===== config.mk =====
export PLATFORM = sky130hd
export DESIGN_NAME = ram_loader
export DESIGN_NICKNAME = d
export VERILOG_FILES = /design/src/rtl/ram_loader.sv
export SDC_FILE = /design/constraint.sdc
export NUM_CORES = 1
export LEC_CHECK = 0
export CORE_ASPECT_RATIO = 0.75
export CORE_MARGIN = 4
export CORE_UTILIZATION = 43
export DETAILED_ROUTE_END_ITERATION = 8
export GPL_ROUTABILITY_DRIVEN = 0
export GPL_TIMING_DRIVEN = 0
export PLACE_DENSITY = 0.75
export SLEW_MARGIN = 20
export SYNTH_ARGS = -nofsm -noshare
export SYNTH_HDL_FRONTEND = slang
export SYNTH_SLANG_ARGS = --single-unit

===== constraint.sdc =====
create_clock -name clk -period 1.63 [get_ports clk]
set_clock_uncertainty 0.2 [all_clocks]
set_input_delay 0.2445 -clock clk [delete_from_list [all_inputs] [get_ports clk]]
set_output_delay 0.2445 -clock clk [all_outputs]
set_load 0.01 [all_outputs]

===== src/rtl/ram_loader.sv =====
// Byte-pair to 16-bit word loader feeding a 512-word RAM.
// Optional pre-clear pass of the RAM enabled by RAM_LOADER_CLEAR_EN.
module ram_loader #(
  parameter int LAST_ADDR = 511
) (
  input  logic        clk,
  input  logic        reset,
  input  logic        start,
  input  logic [7:0]  rx_data,
  input  logic        rx_valid,
  output logic [8:0]  ram_address,
  output logic [15:0] ram_in,
  output logic        ram_load,
  output logic        busy,
  output logic        done,
  output logic [9:0]  word_count
);

  localparam logic [8:0] LAST = 9'(LAST_ADDR);

  typedef enum logic [2:0] {
    IDLE,
`ifdef RAM_LOADER_CLEAR_EN
    CLEAR,
`endif
    WAIT_HI,
    WAIT_LO,
    DONE
  } state_t;

  state_t state, state_n;

  logic [7:0]  hi_q, hi_n;
  logic [8:0]  addr_n;
  logic [15:0] in_n;
  logic        load_n;
  logic        busy_n;
  logic        done_n;
  logic [9:0]  cnt_n;
  logic        at_last;

  assign at_last = (ram_address == LAST);

  always_ff @(posedge clk) begin
    if (reset) begin
      state       <= IDLE;
      hi_q        <= '0;
      ram_address <= '0;
      ram_in      <= '0;
      ram_load    <= 1'b0;
      busy        <= 1'b0;
      done        <= 1'b0;
      word_count  <= '0;
    end else begin
      state       <= state_n;
      hi_q        <= hi_n;
      ram_address <= addr_n;
      ram_in      <= in_n;
      ram_load    <= load_n;
      busy        <= busy_n;
      done        <= done_n;
      word_count  <= cnt_n;
    end
  end

  always_comb begin
    state_n = state;
    unique case (state)
      IDLE, DONE: begin
        if (start) begin
`ifdef RAM_LOADER_CLEAR_EN
          state_n = CLEAR;
`else
          state_n = WAIT_HI;
`endif
        end
      end
`ifdef RAM_LOADER_CLEAR_EN
      CLEAR: begin
        if (at_last) state_n = WAIT_HI;
      end
`endif
      WAIT_HI: begin
        if (rx_valid) state_n = WAIT_LO;
      end
      WAIT_LO: begin
        if (rx_valid) state_n = at_last ? DONE : WAIT_HI;
      end
      default: state_n = IDLE;
    endcase
  end

  always_comb begin
    addr_n = ram_address;
    in_n   = ram_in;
    load_n = 1'b0;
    busy_n = busy;
    done_n = done;
    cnt_n  = word_count;
    hi_n   = hi_q;

    // a data write retires on the edge that ends its strobe
    if (ram_load
`ifdef RAM_LOADER_CLEAR_EN
        && state != CLEAR
`endif
       ) begin
      if (!at_last) addr_n = ram_address + 9'd1;
      cnt_n = word_count + 10'd1;
    end

    unique case (state)
      IDLE, DONE: begin
        if (start) begin
          addr_n = '0;
          cnt_n  = '0;
          done_n = 1'b0;
          busy_n = 1'b1;
`ifdef RAM_LOADER_CLEAR_EN
          in_n   = '0;
          load_n = 1'b1;
`endif
        end
      end
`ifdef RAM_LOADER_CLEAR_EN
      CLEAR: begin
        in_n   = '0;
        load_n = !at_last;
        addr_n = at_last ? 9'd0 : ram_address + 9'd1;
        cnt_n  = '0;
      end
`endif
      WAIT_HI: begin
        if (rx_valid) hi_n = rx_data;
      end
      WAIT_LO: begin
        if (rx_valid) begin
          in_n   = {hi_q, rx_data};
          load_n = 1'b1;
          if (at_last) begin
            busy_n = 1'b0;
            done_n = 1'b1;
          end
        end
      end
      default: ;
    endcase
  end

endmodule

==> flow_summary.html <==
<table>
<tr><th>Metric</th><th>Value</th></tr>
<tr><th colspan="2">Placed design</th></tr>
<tr><td>Port bufs</td><td>49</td></tr>
<tr><td>Half-perimeter wire length of the detailed placement result</td><td>3.222 mm</td></tr>
<tr><td>Post-DP Area</td><td>2476 sq um</td></tr>
<tr><td>Setup Slack @ Placement</td><td>-0.3449 ns</td></tr>
<tr><td>Cell count after placement</td><td>335</td></tr>
<tr><th colspan="2">Clock tree</th></tr>
<tr><td>Count of hold-fix buffers inserted at cts</td><td>0</td></tr>
<tr><td>Number of H-tree branching levels</td><td>2</td></tr>
<tr><td>CTS buffer count</td><td>5</td></tr>
<tr><td>Number of buffers between clock root and the deepest sink</td><td>2</td></tr>
<tr><td>Root buffer cell</td><td>clkbuf_8</td></tr>
<tr><td>Clock tree from TritonCTS</td><td>yes</td></tr>
<tr><td>Worst-Skew Late Latency</td><td>0.30 ns</td></tr>
<tr><td>CTS clock-pin slew for the worst setup and hold paths</td><td>0.09 ns</td></tr>
<tr><td>Clk sinks</td><td>48</td></tr>
<tr><th colspan="2">Finish</th></tr>
<tr><td>Ratio of cells with drive above 1 in the final layout</td><td>18.06%</td></tr>
<tr><td>Final Net Count</td><td>303</td></tr>
<tr><td>Core utilization of the finished layout</td><td>65.66%</td></tr>
<tr><td>Number of antenna repair diodes</td><td>0</td></tr>
<tr><td>Number of non-filler instances in the completed layout</td><td>343</td></tr>
<tr><td>Area delta synth-&gt;final</td><td>42.86%</td></tr>
<tr><td>Area of all placed cells without fillers</td><td>2728 sq um</td></tr>
<tr><th colspan="2">Detailed routing</th></tr>
<tr><td>DR pass1 iterations</td><td>4</td></tr>
<tr><td>Via Count</td><td>1747</td></tr>
<tr><td>Number of design rule violations left after detail routing</td><td>0</td></tr>
<tr><td>Wirelength, routed</td><td>4.599 mm</td></tr>
<tr><td>Post-detailed-route wirelength per cell</td><td>13.41 um</td></tr>
<tr><td>Detail Route Antenna Nets</td><td>0</td></tr>
<tr><td>First-iteration detailed-routing DRC count</td><td>92</td></tr>
<tr><td>Avg Vias per Cell</td><td>5.093</td></tr>
<tr><th colspan="2">GRT</th></tr>
<tr><td>Total global routing overflow</td><td>0</td></tr>
<tr><td>Wire length of the first global-routing pass</td><td>7.417 mm</td></tr>
<tr><td>Global-route total usage across every layer</td><td>16.69%</td></tr>
<tr><td>Via count of the first global-routing pass</td><td>1550</td></tr>
<tr><td>Pin count of the biggest net entering global routing</td><td>16</td></tr>
<tr><td>Number of antenna violations at the first check in global routing</td><td>0</td></tr>
<tr><th colspan="2">Floorplanning</th></tr>
<tr><td>Number of placement rows</td><td>20</td></tr>
<tr><td>Core Area</td><td>4154 sq um</td></tr>
<tr><td>Die extent in y</td><td>65.71 um</td></tr>
<tr><td>Initial cell density of the core</td><td>45.96%</td></tr>
<tr><td>Die X-Extent</td><td>84.95 um</td></tr>
<tr><td>Die area</td><td>5582 sq um</td></tr>
<tr><td>I/O pin count</td><td>50</td></tr>
<tr><th colspan="2">Synth</th></tr>
<tr><td>Synth unique cells</td><td>33</td></tr>
<tr><td>Largest cells by area after synthesis</td><td>dfxtp_1, nand2_1, a21oi_1</td></tr>
<tr><td>Count of warnings emitted by yosys</td><td>0</td></tr>
<tr><td>Synth Net Count</td><td>247</td></tr>
<tr><td>Primary FF master, synth</td><td>dfxtp_1</td></tr>
<tr><td>Fraction of synthesis flops using an asynchronous set or reset pin</td><td>0%</td></tr>
<tr><td>Number of enable-type register cells in the synthesized netlist</td><td>0</td></tr>
<tr><td>Largest area contributor in the netlist</td><td>dfxtp_1</td></tr>
<tr><td>Post-Synthesis Cells</td><td>231</td></tr>
<tr><td>Most frequently used cell type in the post-synthesis netlist</td><td>nand2_1</td></tr>
<tr><td>Syn Std Cell Area</td><td>1909 sq um</td></tr>
<tr><td>Flip-flop and latch count after synthesis</td><td>48</td></tr>
<tr><td>Share of synthesized area occupied by flip-flops and latches</td><td>50.33%</td></tr>
<tr><td>Synth cell count leaders</td><td>nand2_1, dfxtp_1, a21oi_1</td></tr>
<tr><td>Mapped Avg Cell Area</td><td>8.266 sq um</td></tr>
<tr><td>Fraction of post-synthesis cell area in the top cell type by area</td><td>50.33%</td></tr>
<tr><th colspan="2">Setup path</th></tr>
<tr><td>Arrival time at the worst endpoint</td><td>1.69 ns</td></tr>
<tr><td>WS Path Type</td><td>register to register</td></tr>
<tr><td>Crit. End Element</td><td>register</td></tr>
<tr><td>Nature of the critical path startpoint</td><td>register</td></tr>
<tr><td>Largest fanout on the critical path</td><td>3</td></tr>
<tr><td>WP data required</td><td>1.65 ns</td></tr>
<tr><th colspan="2">STA</th></tr>
<tr><td>Setup repair after global routing missed its margin</td><td>true</td></tr>
<tr><td>Worst slew margin relative to its limit</td><td>69.92%</td></tr>
<tr><td>Final Hold Slack</td><td>0.2510 ns</td></tr>
<tr><td>Slew of the pin with the lowest slew margin</td><td>0.4512 ns</td></tr>
<tr><td>Hold Fails Final Rpt</td><td>0</td></tr>
<tr><td>Slew Viols, Final</td><td>0</td></tr>
<tr><td>Final period util</td><td>102.9%</td></tr>
<tr><td>Highest attainable clock frequency</td><td>0.5962 GHz</td></tr>
<tr><td>Worst Slack Setup Final</td><td>-0.04717 ns</td></tr>
<tr><td>Post-route minimum period</td><td>1.677 ns</td></tr>
<tr><td>Final setup violating endpoints</td><td>1</td></tr>
<tr><td>Total Negative Setup Slacks</td><td>-0.04717 ns</td></tr>
<tr><th colspan="2">Status</th></tr>
<tr><td>Violated checks</td><td>setup timing</td></tr>
<tr><td>Status</td><td>complete, but fails checks</td></tr>
<tr><th colspan="2">Power</th></tr>
<tr><td>Pwr/cell area</td><td>1075 nW/um^2</td></tr>
<tr><td>Leak Pwr</td><td>1.254 nW</td></tr>
<tr><td>Maximum resistive drop on vdd</td><td>0.8426 mV</td></tr>
<tr><td>Design Power</td><td>2.931 mW</td></tr>
<tr><th colspan="2">Hold path</th></tr>
<tr><td>HP Class</td><td>register to register</td></tr>
<tr><th colspan="2">Flow run</th></tr>
<tr><td>Total of max-cap violations</td><td>0</td></tr>
</table>
[where the power goes]
| part | switching [mW] | internal (mW) |
|---|---|---|
| clock | 0.392 | 0.501 |
| combinational | 0.393 | 0.316 |
| sequential | 0.0627 | 1.27 |
| total | 0.848 | 2.08 |
[worst max-delay path, cell delays in order, from the launching register on]
cell,delay [ns]
dfxtp_4,0.37
ha_4,0.24
nor2b_2,0.16
nor3_2,0.31
nor3b_2,0.10
a211oi_2,0.20
[metal layers]
| layer | GRT usage [%] | vias to the layer above | part of all wire [%] |
|---|---|---|---|
| met4 | 4.941 | 0 | 1.2 |
| met5 | 0 | - | 0 |
| met1 | 22.64 | 809 | 48 |
| met3 | 5.138 | 6 | 4.7 |
| li1 | - | 890 | - |
| met2 | 25.48 | 42 | 46 |
[cell type report]
| cell class | instances | area, sq um |
|---|---|---|
| clock inverters | 2 | 38.79 |
| fillers | 379 | 1426 |
| multi-input cells | 167 | 972.2 |
| well taps | 55 | 68.82 |
| inverters | 5 | 18.77 |
| repair buffers | 52 | 503.0 |
| flip-flops and latches | 48 | 992.2 |
| plain buffers | 8 | 51.30 |
| clock buffers | 6 | 82.58 |
[cell usage in the layout, fill, tap and decap left out, types with 2 or more instances in the layout]
cell type,n
a21oi_1,28
a31oi_1,3
buf_4,5
clkbuf_2,2
clkbuf_4,3
clkbuf_8,6
clkdlybuf4s50_1,11
dfxtp_1,33
dfxtp_2,10
dfxtp_4,5
dlygate4sd2_1,28
dlymetal6s2s_1,10
ha_4,2
inv_1,3
inv_2,2
mux2i_1,3
nand2_1,48
nand3_1,13
nand4_1,2
nor2_1,20
nor2b_1,2
nor3_1,8
o21ai_0,3
xnor2_1,5
xor2_1,4
[path summary, 6_finish.rpt]
| kind | start | slack, ns | endpoint | depth (start not counted) |
|---|---|---|---|---|
| max | state[1] | -0.05 | state[1] | 5 |
| min | hi_q[1] | 0.25 | ram_in[9] | 2 |
| max reg2reg | state[1] | -0.05 | state[1] | 5 |
| min reg2reg | hi_q[1] | 0.25 | ram_in[9] | 2 |
[repair_timing]
action | 4_1_cts | 5_1_grt
gates resized for setup | 56 | 28
setup buffers | 0 | 3
setup endpoints to repair | 60 | 47
pin swaps | 2 | 2
[registers in the layout, summed over array words and instances, names as in the netlist]
signal / cells
busy: 1
ram_address: 9
ram_in: 16
ram_load: 1
state: 2
done: 1
hi_q: 8
word_count: 10
[kinds of logic (layout without fill, tap and decap cells)]
logic type	count (synthesis)	after routing	share of synthesized area (%)
AOI/OAI and AO/OA	40	40	11.53
and+or+nand+nor	111	111	26.41
buffers and inverters	16	73	3.408
xor gates and xnor gates	9	9	4.128
adders and majority gates	4	4	2.621
DFF	48	48	50.33
muxes	3	3	1.573
Power figures use the tool's default switching activity.
